--- config.mk ---
export PLATFORM = sky130hd
export DESIGN_NAME = hier_lane_sequencer_flat
export DESIGN_NICKNAME = d
export VERILOG_FILES = /design/src/rtl/hier_lane_seq_pkg.sv /design/src/rtl/hier_lane_sequencer_if.sv /design/src/rtl/hier_lane_seq_next.sv /design/src/rtl/hier_lane_sequencer.sv /design/src/flat_wrapper.sv
export SDC_FILE = /design/constraint.sdc
export NUM_CORES = 1
export LEC_CHECK = 0
export BUFFER_PORTS_ARGS = -buffer_cell sky130_fd_sc_hd__buf_2
export CAP_MARGIN = 20
export CORE_ASPECT_RATIO = 0.75
export CORE_UTILIZATION = 56
export CTS_CLUSTER_SIZE = 28
export DETAILED_ROUTE_END_ITERATION = 10
export GPL_ROUTABILITY_DRIVEN = 0
export PLACE_DENSITY_LB_ADDON = 0.15
export SYNTH_ARGS = -nofsm -noshare
export SYNTH_HDL_FRONTEND = slang
export SYNTH_SLANG_ARGS = --single-unit
export TNS_END_PERCENT = 20
--- constraint.sdc ---
create_clock -name clk -period 3.2 [get_ports clk]
set_input_delay 0.16 -clock clk [delete_from_list [all_inputs] [get_ports clk]]
set_output_delay 0.16 -clock clk [all_outputs]
set_load 0.01 [all_outputs]
--- src/rtl/hier_lane_seq_pkg.sv ---
// Shared types, widths and the lane word mux for the hier_lane_sequencer slice.
// Optional parity output is controlled by HIER_LANE_SEQ_PARITY_EN.
package hier_lane_seq_pkg;

    localparam int LANE_W  = 8;
    localparam int OP_W    = 4;
    localparam int N_LANES = 4;
    localparam int IDX_W   = 2;

    localparam logic [IDX_W-1:0] LANE_A = 2'd0;
    localparam logic [IDX_W-1:0] LANE_B = 2'd1;
    localparam logic [IDX_W-1:0] LANE_C = 2'd2;
    localparam logic [IDX_W-1:0] LANE_D = 2'd3;

    typedef enum logic [1:0] {
        IDLE = 2'd0,
        EMIT = 2'd1,
        FIN  = 2'd2
    } state_t;

    // Selects one of the four datapath result lanes.
    function automatic logic [LANE_W-1:0] laneWord(
        input logic [IDX_W-1:0]  sel,
        input logic [OP_W-1:0]   op_a,
        input logic [OP_W-1:0]   op_b,
        input logic [LANE_W-1:0] c_lane,
        input logic [LANE_W-1:0] d_lane,
        input logic              sext
    );
        logic [LANE_W-1:0] w;
        case (sel)
            LANE_A:  w = {{(LANE_W-OP_W){1'b0}}, op_a};
            LANE_B:  w = sext ? {{(LANE_W-OP_W){op_b[OP_W-1]}}, op_b}
                              : {{(LANE_W-OP_W){1'b0}}, op_b};
            LANE_C:  w = c_lane;
            default: w = d_lane;
        endcase
        return w;
    endfunction

endpackage

--- src/rtl/hier_lane_sequencer_if.sv ---
// Command and output-stream bundle for hier_lane_sequencer.
// out_par exists only when HIER_LANE_SEQ_PARITY_EN is defined.
interface hier_lane_sequencer_if;
    import hier_lane_seq_pkg::*;

    logic                start_valid;
    logic                start_ready;
    logic [OP_W-1:0]     a;
    logic [OP_W-1:0]     b;
    logic [N_LANES-1:0]  lane_mask;
    logic                flush;
    logic                out_valid;
    logic                out_ready;
    logic [LANE_W-1:0]   out_data;
    logic [IDX_W-1:0]    out_idx;
    logic                out_last;
    logic                done;
    logic                busy;
`ifdef HIER_LANE_SEQ_PARITY_EN
    logic                out_par;
`endif

    modport master (
        output start_valid, a, b, lane_mask, flush, out_ready,
`ifdef HIER_LANE_SEQ_PARITY_EN
        input  out_par,
`endif
        input  start_ready, out_valid, out_data, out_idx, out_last, done, busy
    );

    modport slave (
        input  start_valid, a, b, lane_mask, flush, out_ready,
`ifdef HIER_LANE_SEQ_PARITY_EN
        output out_par,
`endif
        output start_ready, out_valid, out_data, out_idx, out_last, done, busy
    );

endinterface

--- src/rtl/hier_lane_seq_next.sv ---
// Mask scanner: lowest enabled lane, and the next enabled lane above a given index.
module hier_lane_seq_next
    import hier_lane_seq_pkg::*;
(
    input  logic [N_LANES-1:0] mask,
    input  logic [IDX_W-1:0]   cur,
    output logic [IDX_W-1:0]   next_idx,
    output logic               has_next,
    output logic [IDX_W-1:0]   low_idx
);

    // Scan downward so the lowest qualifying bit is the one that sticks.
    always_comb begin
        has_next = 1'b0;
        next_idx = cur;
        low_idx  = '0;
        for (int i = N_LANES - 1; i >= 0; i--) begin
            if (mask[i]) begin
                low_idx = IDX_W'(i);
            end
            if (mask[i] && (i > int'(cur))) begin
                has_next = 1'b1;
                next_idx = IDX_W'(i);
            end
        end
    end

endmodule

--- src/rtl/hier_lane_sequencer.sv ---
// Captures (a, b, lane_mask) and streams the enabled lanes in ascending order.
// Define HIER_LANE_SEQ_PARITY_EN to add the registered out_par output.
module hier_lane_sequencer
    import hier_lane_seq_pkg::*;
#(
    parameter int          C_VAL  = 0,
    parameter logic [7:0]  D_VAL  = 8'h00,
    parameter int          B_SEXT = 0
)(
    input  logic                  clk,
    input  logic                  rst_n,
    hier_lane_sequencer_if.slave  bus
);

    localparam logic [LANE_W-1:0] C_LANE = LANE_W'(C_VAL);
    localparam logic [LANE_W-1:0] D_LANE = D_VAL;
    localparam logic              SEXT   = (B_SEXT != 0);

    state_t              state;
    state_t              state_nx;
    logic [OP_W-1:0]     cap_a;
    logic [OP_W-1:0]     cap_b;
    logic [N_LANES-1:0]  cap_mask;
    logic [IDX_W-1:0]    idx;
    logic [LANE_W-1:0]   data_q;
`ifdef HIER_LANE_SEQ_PARITY_EN
    logic                par_q;
`endif

    logic [N_LANES-1:0]  scan_mask;
    logic [IDX_W-1:0]    next_idx;
    logic [IDX_W-1:0]    low_idx;
    logic                has_next;
    logic                start_fire;
    logic                emit_adv;
    logic [LANE_W-1:0]   word;

    // In IDLE the scanner looks at the incoming mask, otherwise at the captured one.
    assign scan_mask  = (state == IDLE) ? bus.lane_mask : cap_mask;
    assign start_fire = (state == IDLE) && bus.start_valid;
    assign emit_adv   = (state == EMIT) && !bus.flush && bus.out_ready && has_next;

    hier_lane_seq_next u_next (
        .mask     (scan_mask),
        .cur      (idx),
        .next_idx (next_idx),
        .has_next (has_next),
        .low_idx  (low_idx)
    );

    always_comb begin
        word = '0;
        if (start_fire) begin
            word = laneWord(low_idx, bus.a, bus.b, C_LANE, D_LANE, SEXT);
        end else begin
            word = laneWord(next_idx, cap_a, cap_b, C_LANE, D_LANE, SEXT);
        end
    end

    always_ff @(posedge clk or negedge rst_n) begin
        if (!rst_n) begin
            state <= IDLE;
        end else begin
            state <= state_nx;
        end
    end

    // Flush wins over out_ready; a zero mask skips straight to FIN.
    always_comb begin
        state_nx = state;
        case (state)
            IDLE: begin
                if (bus.start_valid) begin
                    state_nx = (bus.lane_mask != '0) ? EMIT : FIN;
                end
            end
            EMIT: begin
                if (bus.flush) begin
                    state_nx = FIN;
                end else if (bus.out_ready && !has_next) begin
                    state_nx = FIN;
                end
            end
            FIN:     state_nx = IDLE;
            default: state_nx = IDLE;
        endcase
    end

    always_ff @(posedge clk or negedge rst_n) begin
        if (!rst_n) begin
            cap_a    <= '0;
            cap_b    <= '0;
            cap_mask <= '0;
            idx      <= '0;
            data_q   <= '0;
        end else if (start_fire) begin
            cap_a    <= bus.a;
            cap_b    <= bus.b;
            cap_mask <= bus.lane_mask;
            idx      <= low_idx;
            data_q   <= word;
        end else if (emit_adv) begin
            idx      <= next_idx;
            data_q   <= word;
        end
    end

`ifdef HIER_LANE_SEQ_PARITY_EN
    always_ff @(posedge clk or negedge rst_n) begin
        if (!rst_n) begin
            par_q <= 1'b0;
        end else if (start_fire || emit_adv) begin
            par_q <= ^word;
        end
    end
    assign bus.out_par = par_q;
`endif

    assign bus.start_ready = (state == IDLE);
    assign bus.out_valid   = (state == EMIT);
    assign bus.out_data    = data_q;
    assign bus.out_idx     = idx;
    assign bus.out_last    = (state == EMIT) && !has_next;
    assign bus.done        = (state == FIN);
    assign bus.busy        = (state != IDLE);

endmodule

--- src/flat_wrapper.sv ---
// flat-port wrapper written by rule: the top's interface ports become plain ports
module hier_lane_sequencer_flat import hier_lane_seq_pkg::*;
#(
    parameter int          C_VAL  = 0,
    parameter logic [7:0]  D_VAL  = 8'h00,
    parameter int          B_SEXT = 0
)
  (clk, rst_n, bus_start_valid, bus_a, bus_b, bus_lane_mask, bus_flush, bus_out_ready, bus_start_ready, bus_out_valid, bus_out_data, bus_out_idx, bus_out_last, bus_done, bus_busy);
  hier_lane_sequencer_if bus_i ();
  input  logic clk;
  input  logic rst_n;
  input wire logic [$bits(bus_i.start_valid)-1:0] bus_start_valid;
  input wire logic [$bits(bus_i.a)-1:0] bus_a;
  input wire logic [$bits(bus_i.b)-1:0] bus_b;
  input wire logic [$bits(bus_i.lane_mask)-1:0] bus_lane_mask;
  input wire logic [$bits(bus_i.flush)-1:0] bus_flush;
  input wire logic [$bits(bus_i.out_ready)-1:0] bus_out_ready;
  output wire logic [$bits(bus_i.start_ready)-1:0] bus_start_ready;
  output wire logic [$bits(bus_i.out_valid)-1:0] bus_out_valid;
  output wire logic [$bits(bus_i.out_data)-1:0] bus_out_data;
  output wire logic [$bits(bus_i.out_idx)-1:0] bus_out_idx;
  output wire logic [$bits(bus_i.out_last)-1:0] bus_out_last;
  output wire logic [$bits(bus_i.done)-1:0] bus_done;
  output wire logic [$bits(bus_i.busy)-1:0] bus_busy;
  assign bus_i.start_valid = bus_start_valid;
  assign bus_i.a = bus_a;
  assign bus_i.b = bus_b;
  assign bus_i.lane_mask = bus_lane_mask;
  assign bus_i.flush = bus_flush;
  assign bus_i.out_ready = bus_out_ready;
  assign bus_start_ready = bus_i.start_ready;
  assign bus_out_valid = bus_i.out_valid;
  assign bus_out_data = bus_i.out_data;
  assign bus_out_idx = bus_i.out_idx;
  assign bus_out_last = bus_i.out_last;
  assign bus_done = bus_i.done;
  assign bus_busy = bus_i.busy;
  hier_lane_sequencer #(.C_VAL(C_VAL), .D_VAL(D_VAL), .B_SEXT(B_SEXT)) u_core (.clk(clk), .rst_n(rst_n), .bus(bus_i));
endmodule
==> results of run 1 <==
-- metal layers --
layer | up-vias | wire, um | GRT usage (%) | share of wire [%]
li1 | 527 | - | - | -
met1 | 519 | 1240 | 36.6 | 43
met2 | 49 | 1380 | 46.2 | 47
met3 | 2 | 275 | 6.10 | 9.5
met4 | 0 | 13 | 5.50 | 0.45
met5 | - | 0 | 0 | 0
-- stage by stage --
stage	utilization [%]	cells	power (W)	setup slack (ps)
final	69.4	183	0.00140	1040
after global routing	69.4	183	0.00150	880
after CTS	69.4	183	0.00140	1040
after detailed placement	66.4	178	0.00119	1080
after global placement	66.4	178	0.00116	1150
after floorplan	-	137	0.00102	1320
-- final timing paths --
kind | from | end | slack [ps] | depth (start not counted)
max | u_core.state[1] | u_core.bus.out_data[1] | 1040 | 6
min | bus_a[3] | u_core.cap_a[3] | 60 | 3
max reg2reg | u_core.state[1] | u_core.bus.out_data[1] | 1040 | 6
min reg2reg | u_core.cap_mask[0] | u_core.cap_mask[0] | 480 | 2
max in group asynchronous | rst_n | u_core.cap_b[0] | 2560 | 2
min in group asynchronous | rst_n | u_core.bus.out_data[2] | 320 | 2
-- cells by family (layout without fill, tap and decap cells) --
group | count (synthesis) | in the layout
AO/OA/AOI/OAI | 35 | 35
buffers and inverters | 18 | 40
flip-flops | 20 | 20
multiplexers | 6 | 6
other | 1 | 4
AND/OR/NAND/NOR | 54 | 54
-- power by group --
group	switching, W	internal (W)	leakage (nW)
clock	0.0000804	0.000127	0.0279
sequential	0.000111	0.000363	0.252
combinational	0.000408	0.000306	0.461
total	0.000600	0.000795	0.741
-- flip-flops by register name (all words and copies together), names as in the netlist --
name and count:
u_core.bus.out_data 4, u_core.cap_a 4, u_core.cap_b 4, u_core.cap_mask 4, u_core.bus.out_idx 2, u_core.state 2
-- cells in the mapped netlist, drive strengths merged (2+ instances only) --
cell type,count,share of area (%)
a21o,4,2.4
a21oi,4,1.6
a222oi,4,3.2
a22o,4,2.8
and2,5,2.5
buf,6,3.7
clkbuf,4,1.2
dfrtp,20,40
inv,8,2.8
mux2i,6,5.8
nand2,30,9.0
nand3b,2,1.2
nor2,3,1.1
nor3,3,1.2
o211ai,2,1.6
o21ai,5,2.0
or2,2,1.0
or2b,2,1.2
-- worst register-to-register path, cell delays in order (launching register included) --
cell	delay, ps
sky130_fd_sc_hd__dfrtp_1	470
sky130_fd_sc_hd__or2_1	370
sky130_fd_sc_hd__inv_6	140
sky130_fd_sc_hd__mux2i_1	360
sky130_fd_sc_hd__o211ai_2	150
sky130_fd_sc_hd__a41oi_4	380
sky130_fd_sc_hd__mux2i_1	220
-- layout make-up --
class | instances | area (um^2) | share of cell area [%]
clock buffer | 3 | 22.5 | 1.57
clock inverter | 1 | 30.0 | 2.09
inverter | 8 | 35.0 | 2.44
multi-input combinational | 99 | 672 | 46.8
sequential | 20 | 500 | 34.9
tap | 24 | 30.0 | 2.09
timing repair buffer | 28 | 145 | 10.1
-- timing repair --
item,in CTS,in global routing
hold buffers,1,0
endpoints found under the hold margin,20,0
setup buffers,0,0
==> flow_summary.yaml, run 1 <==
run_status:
  status: "finished, violations left"
  violated_checks: "DRC"
pwr:
  vdd.ir_drop.worst_mv: 0.486
  power_density_nw_per_um2: 972
  power.leakage_nw: 0.741
global_routing:
  track_usage_pct: 27.4
  grt_antenna_before_repair: 0
  maximum_number_of_pins_on_one_net_before_global_route_repair: 21
  vias_in_the_first_global_route: 1088
  gr-total-overflow: 0
  grt_first_pass_wirelength_um: 5030
clock_network:
  clockBufferDepth: 2
  cts_tree: "done"
  cts_repair_resize_count: 0
  worstSkewPairLatency_ps: 310
  clk_transition_reported_paths_ps: 120
  numClockSinks: 20
  clock-root-buffer: "sky130_fd_sc_hd__clkbuf_4"
  cts.htree.levels: 1
  cts_made_buffers: 3
synth:
  post_synth_fa_ha_maj_area_fraction_pct: 0
  synth.lib_cells_used.distinct: 46
  sequential_element_share_of_the_synthesized_area_pct: 39.8
  yosys_register_bits: 20
  dominant_combinational_cell_family_by_area_after_synthesis: "compound AO/OA/AOI/OAI gates"
  netlist_area_um2: 1260
  ys.warnings.count: 0
  primary_ff_master_synth: "sky130_fd_sc_hd__dfrtp_1"
  synth-async-reset-ratio_pct: 100
  avgSynthCellArea_um2: 9.38
  area_fraction_in_compound_gates_after_synthesis_pct: 24.8
  synthXorXnorAreaFrac_pct: 0
  post_synth_and_or_nand_nor_area_fraction_pct: 21.7
  yosys-mux-area-fraction_pct: 5.77
  post_synth_inst_count: 134
  synth_enable_flop_cells: 0
setup_path:
  critical_path_class: "flip-flop to flip-flop"
  cpMaxStageDelayCell: "sky130_fd_sc_hd__dfrtp_1"
  timing.critical_path.max_delay_family: "multiplexers"
  crit_chain: "or2_1 > inv_6 > mux2i_1 > o211ai_2 > a41oi_4 > mux2i_1"
  cp_common_cell: "sky130_fd_sc_hd__mux2i_1"
  startpoint_type_of_the_worst_setup_path: "flip-flop"
  path_max_fanout: 9
  slowest_delay_ps: 470
  cp.required_ps: 3430
  timing.critical_path.to_type: "flip-flop"
  worstPathBufferInverterCount: 1
  cp.arrival_ps: 2390
timing:
  grt_setup_unrepaired: "no"
  fmaxAchievable_mhz: 463
  worst-slew-pin-transition_ps: 697
  hold_viol: 0
  hold_ws_ps: 62.6
  max-slew-margin-rel_pct: 53.5
  setup_viol: 0
  timing.final.crit_share_pct: 67.5
  drv_slew: 0
  totalNegativeSetupSlack_ps: 0
  fin_worst_skew_ps: 11.6
  finalWorstPathRequiredPeriod_ps: 2160
floorplanning:
  die_area_um2: 2440
  pin_count: 32
  placeableCoreArea_um2: 2070
  die-height_um: 43.0
  die-width_um: 56.7
  initial_core_util_pct: 60.8
  placementRows: 14
layout:
  antenna_cells: 0
  final_common_cell: "sky130_fd_sc_hd__nand2_1"
  layout-drive-gt1-share_pct: 25.8
  area_growth_syn_to_layout_pct: 14.1
  finish.net_count: 177
  filler_cell_count: 170
  layout.cells.most_common_list: "30 x sky130_fd_sc_hd__nand2_1, 27 x sky130_fd_sc_hd__buf_2, 20 x sky130_fd_sc_hd__dfrtp_1, 7 x sky130_fd_sc_hd__inv_1"
  finalInstanceArea_um2: 1440
hold_path:
  hp-class: "input pin to flip-flop"
placed_design:
  detailed_place.area_um2: 1370
  buffer_ports.inserted: 27
  dpl.hpwl_um: 2180
route:
  drc: 10
  vias_per_cell: 5.99
  wirelength_um: 2900
  via_count: 1097
  drt_iter0_drc: 66
  drt.antenna.violating_nets: 0
  drt-wirelength-per-cell_um: 15.9
  dr.pass1.iters: 8
flow_run:
  max-cap-violations: 0
(Power assumes the default switching activity.)
==> inputs of run 2 (changes only) <==
ABC_AREA = 1   (was default)
CORE_UTILIZATION = 52   (was 56)
clock period = 2 ns   (was 3.2 ns; I/O delays follow)
==> run 2 against run 1 <==
Clock skew down 6.6 ps. Non-clock buffer count up 3. Clock power up 62%. The run now ends clean.
==> flow_summary.yaml, run 2 <==
synth:
  dominant_combinational_cell_family_by_area_after_synthesis: "simple AND/OR/NAND/NOR gates"
  synthXorXnorAreaFrac_pct: 0
  synth_largest_type_area_fraction_pct: 38.1
  avgSynthCellArea_um2: 7.29
  post_synth_inst_count: 180
  netlist_area_um2: 1310
  primary_ff_master_synth: "sky130_fd_sc_hd__dfrtp_1"
  synth.lib_cells_used.distinct: 26
  yosys-mux-area-fraction_pct: 0
  synth_top_area_cell: "sky130_fd_sc_hd__dfrtp_1"
  synth_enable_flop_cells: 0
  post_synth_fa_ha_maj_area_fraction_pct: 0
  synthMostInstantiatedCell: "sky130_fd_sc_hd__nand2_1"
  post_synth_and_or_nand_nor_area_fraction_pct: 38.7
  sequential_element_share_of_the_synthesized_area_pct: 38.1
  yosys_register_bits: 20
  area_fraction_in_compound_gates_after_synthesis_pct: 10.3
  synth-async-reset-ratio_pct: 100
  ys.warnings.count: 0
  synth.area.top_cells: "sky130_fd_sc_hd__dfrtp_1 38%, sky130_fd_sc_hd__nand2_1 11%, sky130_fd_sc_hd__inv_1 7.7%"
  synth.cells.most_frequent: "37 x sky130_fd_sc_hd__nand2_1, 27 x sky130_fd_sc_hd__inv_1, 20 x sky130_fd_sc_hd__dfrtp_1, 20 x sky130_fd_sc_hd__nor2_1, 16 x sky130_fd_sc_hd__o21ai_0"
global_routing:
  track_usage_pct: 24.1
  grt_first_pass_wirelength_um: 4710
  maximum_number_of_pins_on_one_net_before_global_route_repair: 22
  gr-total-overflow: 0
  grt_antenna_before_repair: 0
  vias_in_the_first_global_route: 1049
clock_network:
  cts_repair_resize_count: 0
  clk_transition_reported_paths_ps: 120
  clock-root-buffer: "sky130_fd_sc_hd__clkbuf_4"
  worstSkewPairLatency_ps: 310
  cts.htree.levels: 1
  cts_tree: "done"
  cts_made_buffers: 3
  numClockSinks: 20
  clockBufferDepth: 2
route:
  drc: 0
  via_count: 1238
  drt-wirelength-per-cell_um: 11.9
  drt.antenna.violating_nets: 0
  vias_per_cell: 5.05
  dr.pass1.iters: 4
  wirelength_um: 2920
  drt_iter0_drc: 86
timing:
  setup_viol: 0
  drv_slew: 0
  fin_ws_ps: 148
  timing.final.crit_share_pct: 92.6
  totalNegativeSetupSlack_ps: 0
  fin_worst_skew_ps: 5.09
  hold_viol: 0
  grt_setup_unrepaired: "no"
  finalWorstPathRequiredPeriod_ps: 1850
  fmaxAchievable_mhz: 540
setup_path:
  crit_chain: "inv_2 > nand2_4 > nand2_2 > nand2_1 > o21ai_1 > nand3_2 > nor3_1 > buf_2"
  worst-r2r-cell-count: 9
  cp.required_ps: 1900
  worstPathBufferInverterCount: 2
  path_max_fanout: 7
  timing.critical_path.max_delay_family: "simple AND/OR/NAND/NOR gates"
  slowest_delay_ps: 470
  setup.worst_path.start: "u_core.state[1]"
  critical_path_class: "flip-flop to output pin"
  cp.arrival_ps: 1750
  startpoint_type_of_the_worst_setup_path: "flip-flop"
  timing.critical_path.to_type: "output pin"
  ff2ff_setup_slack_ps: 300
  endpoint_of_the_worst_slack_reg_to_reg_timing_path: "u_core.bus.out_data[0]"
  cpMaxStageDelayCell: "sky130_fd_sc_hd__dfrtp_1"
  worstReg2RegStart: "u_core.state[0]"
hold_path:
  hold_start: "bus_a[1]"
  hold_path_end: "u_core.cap_a[1]"
  hp-class: "input pin to flip-flop"
  timing.hold.worst_path_depth: 3
floorplanning:
  die_area_um2: 2730
  placeableCoreArea_um2: 2350
  die-width_um: 60.0
  placementRows: 15
  initial_core_util_pct: 55.9
  die-height_um: 45.5
  pin_count: 32
run_status:
  status: "finished clean"
layout:
  finalInstanceArea_um2: 1530
  antenna_cells: 0
  final_common_cell: "sky130_fd_sc_hd__nand2_1"
  layout-drive-gt1-share_pct: 28.0
  area_growth_syn_to_layout_pct: 16.9
  final_core_util_pct: 65.4
  layout.cells.most_common_list: "37 x sky130_fd_sc_hd__nand2_1, 27 x sky130_fd_sc_hd__inv_1, 27 x sky130_fd_sc_hd__buf_2, 20 x sky130_fd_sc_hd__nor2_1, 20 x sky130_fd_sc_hd__dfrtp_1"
  finish.net_count: 229
  finalNonFillerCells: 245
  filler_cell_count: 218
placed_design:
  buffer_ports.inserted: 27
  post-place-cells: 238
  detailedPlace.worstSlack_ps: 334
  detailed_place.area_um2: 1460
  dpl.hpwl_um: 2260
flow_run:
  max-cap-violations: 0
pwr:
  vdd.ir_drop.worst_mv: 0.886
  power_density_nw_per_um2: 1690
  power.leakage_nw: 0.874
-- run 2: tightest hold or removal path, delay by kind of cell --
kind	cells	cell delay [ps]
simple gates	1	50
compound gates	1	60
buf+inv	1	90
-- run 2: logic make-up after synthesis --
family,Yosys count
simple gates,99
buf+inv,37
compound gates,23
flops,20
other cells,1
-- run 2: layout make-up --
class,count,area [um^2],share of cell area [%]
timing repair buffer,31,168,10.9
clock buffer,3,22.5,1.47
sequential,20,500,32.6
tap,34,42.5,2.77
clock inverter,1,30.0,1.96
multi-input combinational,126,658,42.9
inverter,30,113,7.34
-- run 2: how the worst max path moves through the flow --
| stage | cells after the start | endpoint |
|---|---|---|
| final | 8 | bus_out_last |
| after global routing | 8 | bus_out_last |
| after CTS | 6 | bus_out_last |
| after detailed placement | 8 | u_core.bus.out_data[3] |
| after global placement | 8 | u_core.bus.out_data[3] |
| after floorplan | 10 | u_core.bus.out_data[0] |
-- run 2: what timing repair did --
| item | CTS | global route |
|---|---|---|
| endpoints found under the setup margin | 0 | 1 |
| hold buffers | 1 | 0 |
| buffers inserted | 0 | 2 |
| hold endpoints to repair | 20 | 0 |
-- run 2: per-stage QoR --
step           power [W]  hold WS (ps)
2_1_floorplan    0.00185          -196
3_3_place_gp     0.00216          68.6
3_5_place_dp     0.00220          78.7
4_1_cts          0.00254          5.70
5_1_grt          0.00280          21.7
6_report         0.00259          10.2
-- run 2: metal layers --
layer  GRT usage (%)  part of all wire (%)
met5               0                     0
met1            34.6                    48
met4            6.05                  0.99
met2            36.2                    42
met3            6.25                   9.2
-- run 2: report_power, final --
group	switching, W	total (W)	internal [W]	leakage (nW)
Combinational	0.00103	0.00156	0.000523	0.596
Clock	0.000132	0.000335	0.000203	0.0279
Sequential	0.000110	0.000697	0.000587	0.250
Total	0.00128	0.00259	0.00131	0.874
==> inputs of run 3 (changes only) <==
ABC_AREA = default   (was 1)
clock period = 1.8 ns   (was 2 ns; I/O delays follow)
==> run 3 against run 2 <==
The run now ends with setup timing left. Critical endpoint unchanged. Sequential power grew 21%. Count of clock-buffer cells in the layout stayed put. Core utilization rose by 9.5 points. Global-route usage grew 2.3 points. Flip-flop and latch count stayed put. Combinational power rose by 12%. Critical path type unchanged. Sequential share of layout area shrank 3.3 points. Clock power is 9.0% higher. Via count decreased by 1.3%. Largest power group unchanged.
==> flow_summary.yaml, run 3 (synthesized netlist as in run 1, its figures left out) <==
run_status:
  status: "finished, violations left"
  violated_checks: "setup timing"
layout:
  filler_cell_count: 181
  area_growth_syn_to_layout_pct: 36.4
  multi_input_area_um2: 699
  layout.cells.most_common_list: "29 x sky130_fd_sc_hd__nand2_1, 27 x sky130_fd_sc_hd__buf_2, 19 x sky130_fd_sc_hd__buf_4, 18 x sky130_fd_sc_hd__dfrtp_1, 8 x sky130_fd_sc_hd__dlygate4sd3_1"
  antenna_cells: 0
  layout-drive-gt1-share_pct: 38.5
  finalNonFillerCells: 221
  area.sequential_um2: 503
  final_common_cell: "sky130_fd_sc_hd__nand2_1"
  finish.net_count: 205
global_routing:
  grt_antenna_before_repair: 0
  grt_first_pass_wirelength_um: 5130
  vias_in_the_first_global_route: 1095
  track_usage_pct: 26.3
  maximum_number_of_pins_on_one_net_before_global_route_repair: 21
  gr-total-overflow: 0
flow_run:
  max-cap-violations: 0
clock_network:
  numClockSinks: 20
  cts_tree: "done"
  worstSkewPairLatency_ps: 300
  clockBufferDepth: 2
  clk_transition_reported_paths_ps: 110
  cts_made_buffers: 3
  clock-root-buffer: "sky130_fd_sc_hd__clkbuf_4"
  cts.htree.levels: 1
route:
  drc: 0
  drt-wirelength-per-cell_um: 15.0
  vias_per_cell: 5.53
  drt.antenna.violating_nets: 0
  wirelength_um: 3320
  dr.pass1.iters: 4
  via_count: 1222
  drt_iter0_drc: 94
setup_path:
  startpoint_type_of_the_worst_setup_path: "flip-flop"
  cp.required_ps: 1710
  worstReg2RegStart: "u_core.state[1]"
  path_max_fanout: 8
  critical_path_class: "flip-flop to output pin"
  crit_chain: "or2_4 > inv_8 > mux2i_4 > buf_6 > o21ai_2 > nor2_1 > buf_2"
  slowest_delay_ps: 460
  cpMaxStageDelayCell: "sky130_fd_sc_hd__dfrtp_2"
  timing.critical_path.to_type: "output pin"
  cp.arrival_ps: 1840
  timing.critical_path.max_delay_family: "flip-flops"
  setup.worst_path.start: "u_core.state[1]"
  worstPathBufferInverterCount: 3
placed_design:
  dpl.hpwl_um: 2310
  post-place-cells: 204
  detailedPlace.worstSlack_ps: -96.9
  buffer_ports.inserted: 27
timing:
  finalWorstPathRequiredPeriod_ps: 1930
  timing.final.crit_share_pct: 107
  fmaxAchievable_mhz: 518
  fin_worst_skew_ps: 2.04
  drv_slew: 0
  totalNegativeSetupSlack_ps: -613
  hold_viol: 0
  hold_ws_ps: 0.253
  setup_viol: 8
  grt_setup_unrepaired: "yes"
  fin_ws_ps: -132
pwr:
  power_density_nw_per_um2: 1720
  power.leakage_nw: 0.876
  vdd.ir_drop.worst_mv: 0.883
floorplanning:
  pin_count: 32
  die-height_um: 44.6
  placementRows: 15
  initial_core_util_pct: 54.9
  die_area_um2: 2620
  placeableCoreArea_um2: 2290
  die-width_um: 58.8
hold_path:
  hp-class: "input pin to flip-flop"
  hold_start: "bus_b[0]"
[run 3: path summary, 6_finish.rpt]
path / end / slack [ps] / depth (start not counted)
min: u_core.cap_b[0] / 0.3 / 2
min in group asynchronous: u_core.bus.out_idx[0] / 280 / 2
max in group asynchronous: u_core.state[0] / 1180 / 2
max reg2reg: u_core.bus.out_data[1] / -110 / 7
min reg2reg: u_core.cap_mask[0] / 480 / 2
max: bus_out_last / -130 / 7
[run 3: metrics by stage]
| step | utilization, % | area (um^2) | total power, W |
|---|---|---|---|
| 2_1_floorplan | - | 1270 | 0.00182 |
| 3_3_place_gp | 65.9 | 1510 | 0.00232 |
| 6_report | 74.9 | 1720 | 0.00295 |
| 5_1_grt | 74.9 | 1720 | 0.00315 |
| 4_1_cts | 72.8 | 1670 | 0.00285 |
| 3_5_place_dp | 65.9 | 1510 | 0.00236 |
[run 3: layout make-up]
type	count	share of cell area [%]
clock buffers	3	1.31
clock inverters	1	1.75
inverters	8	2.19
multi-input cells	99	40.8
flip-flops and latches	20	29.3
well taps	34	2.48
repair buffers	56	22.2
[run 3: report_power, final]
group / switching [W] / internal, W
Combinational: 0.000864 / 0.000880
Sequential: 0.000191 / 0.000650
Clock: 0.000140 / 0.000225
[run 3: what timing repair did]
| action | in CTS | in global routing |
|---|---|---|
| hold endpoints to repair | 25 | 2 |
| buffers inserted | 4 | 1 |
| pin swaps | 4 | 10 |
| endpoints found under the setup margin | 8 | 8 |
| hold buffers | 6 | 2 |
| resized for setup | 7 | 6 |
[run 3: layer usage]
layer	GRT usage, %	wire length [um]
met5	0	0
met4	4.29	17
met3	6.73	275
met2	40.2	1530
met1	38.3	1490
[run 3: worst register-to-register path, cell delays in order (launching register included)]
cell and delay, ps:
sky130_fd_sc_hd__dfrtp_2 460, sky130_fd_sc_hd__or2_4 300, sky130_fd_sc_hd__inv_8 90, sky130_fd_sc_hd__mux2i_4 260
sky130_fd_sc_hd__buf_4 140, sky130_fd_sc_hd__o211ai_2 90, sky130_fd_sc_hd__a41oi_4 260, sky130_fd_sc_hd__mux2i_1 220
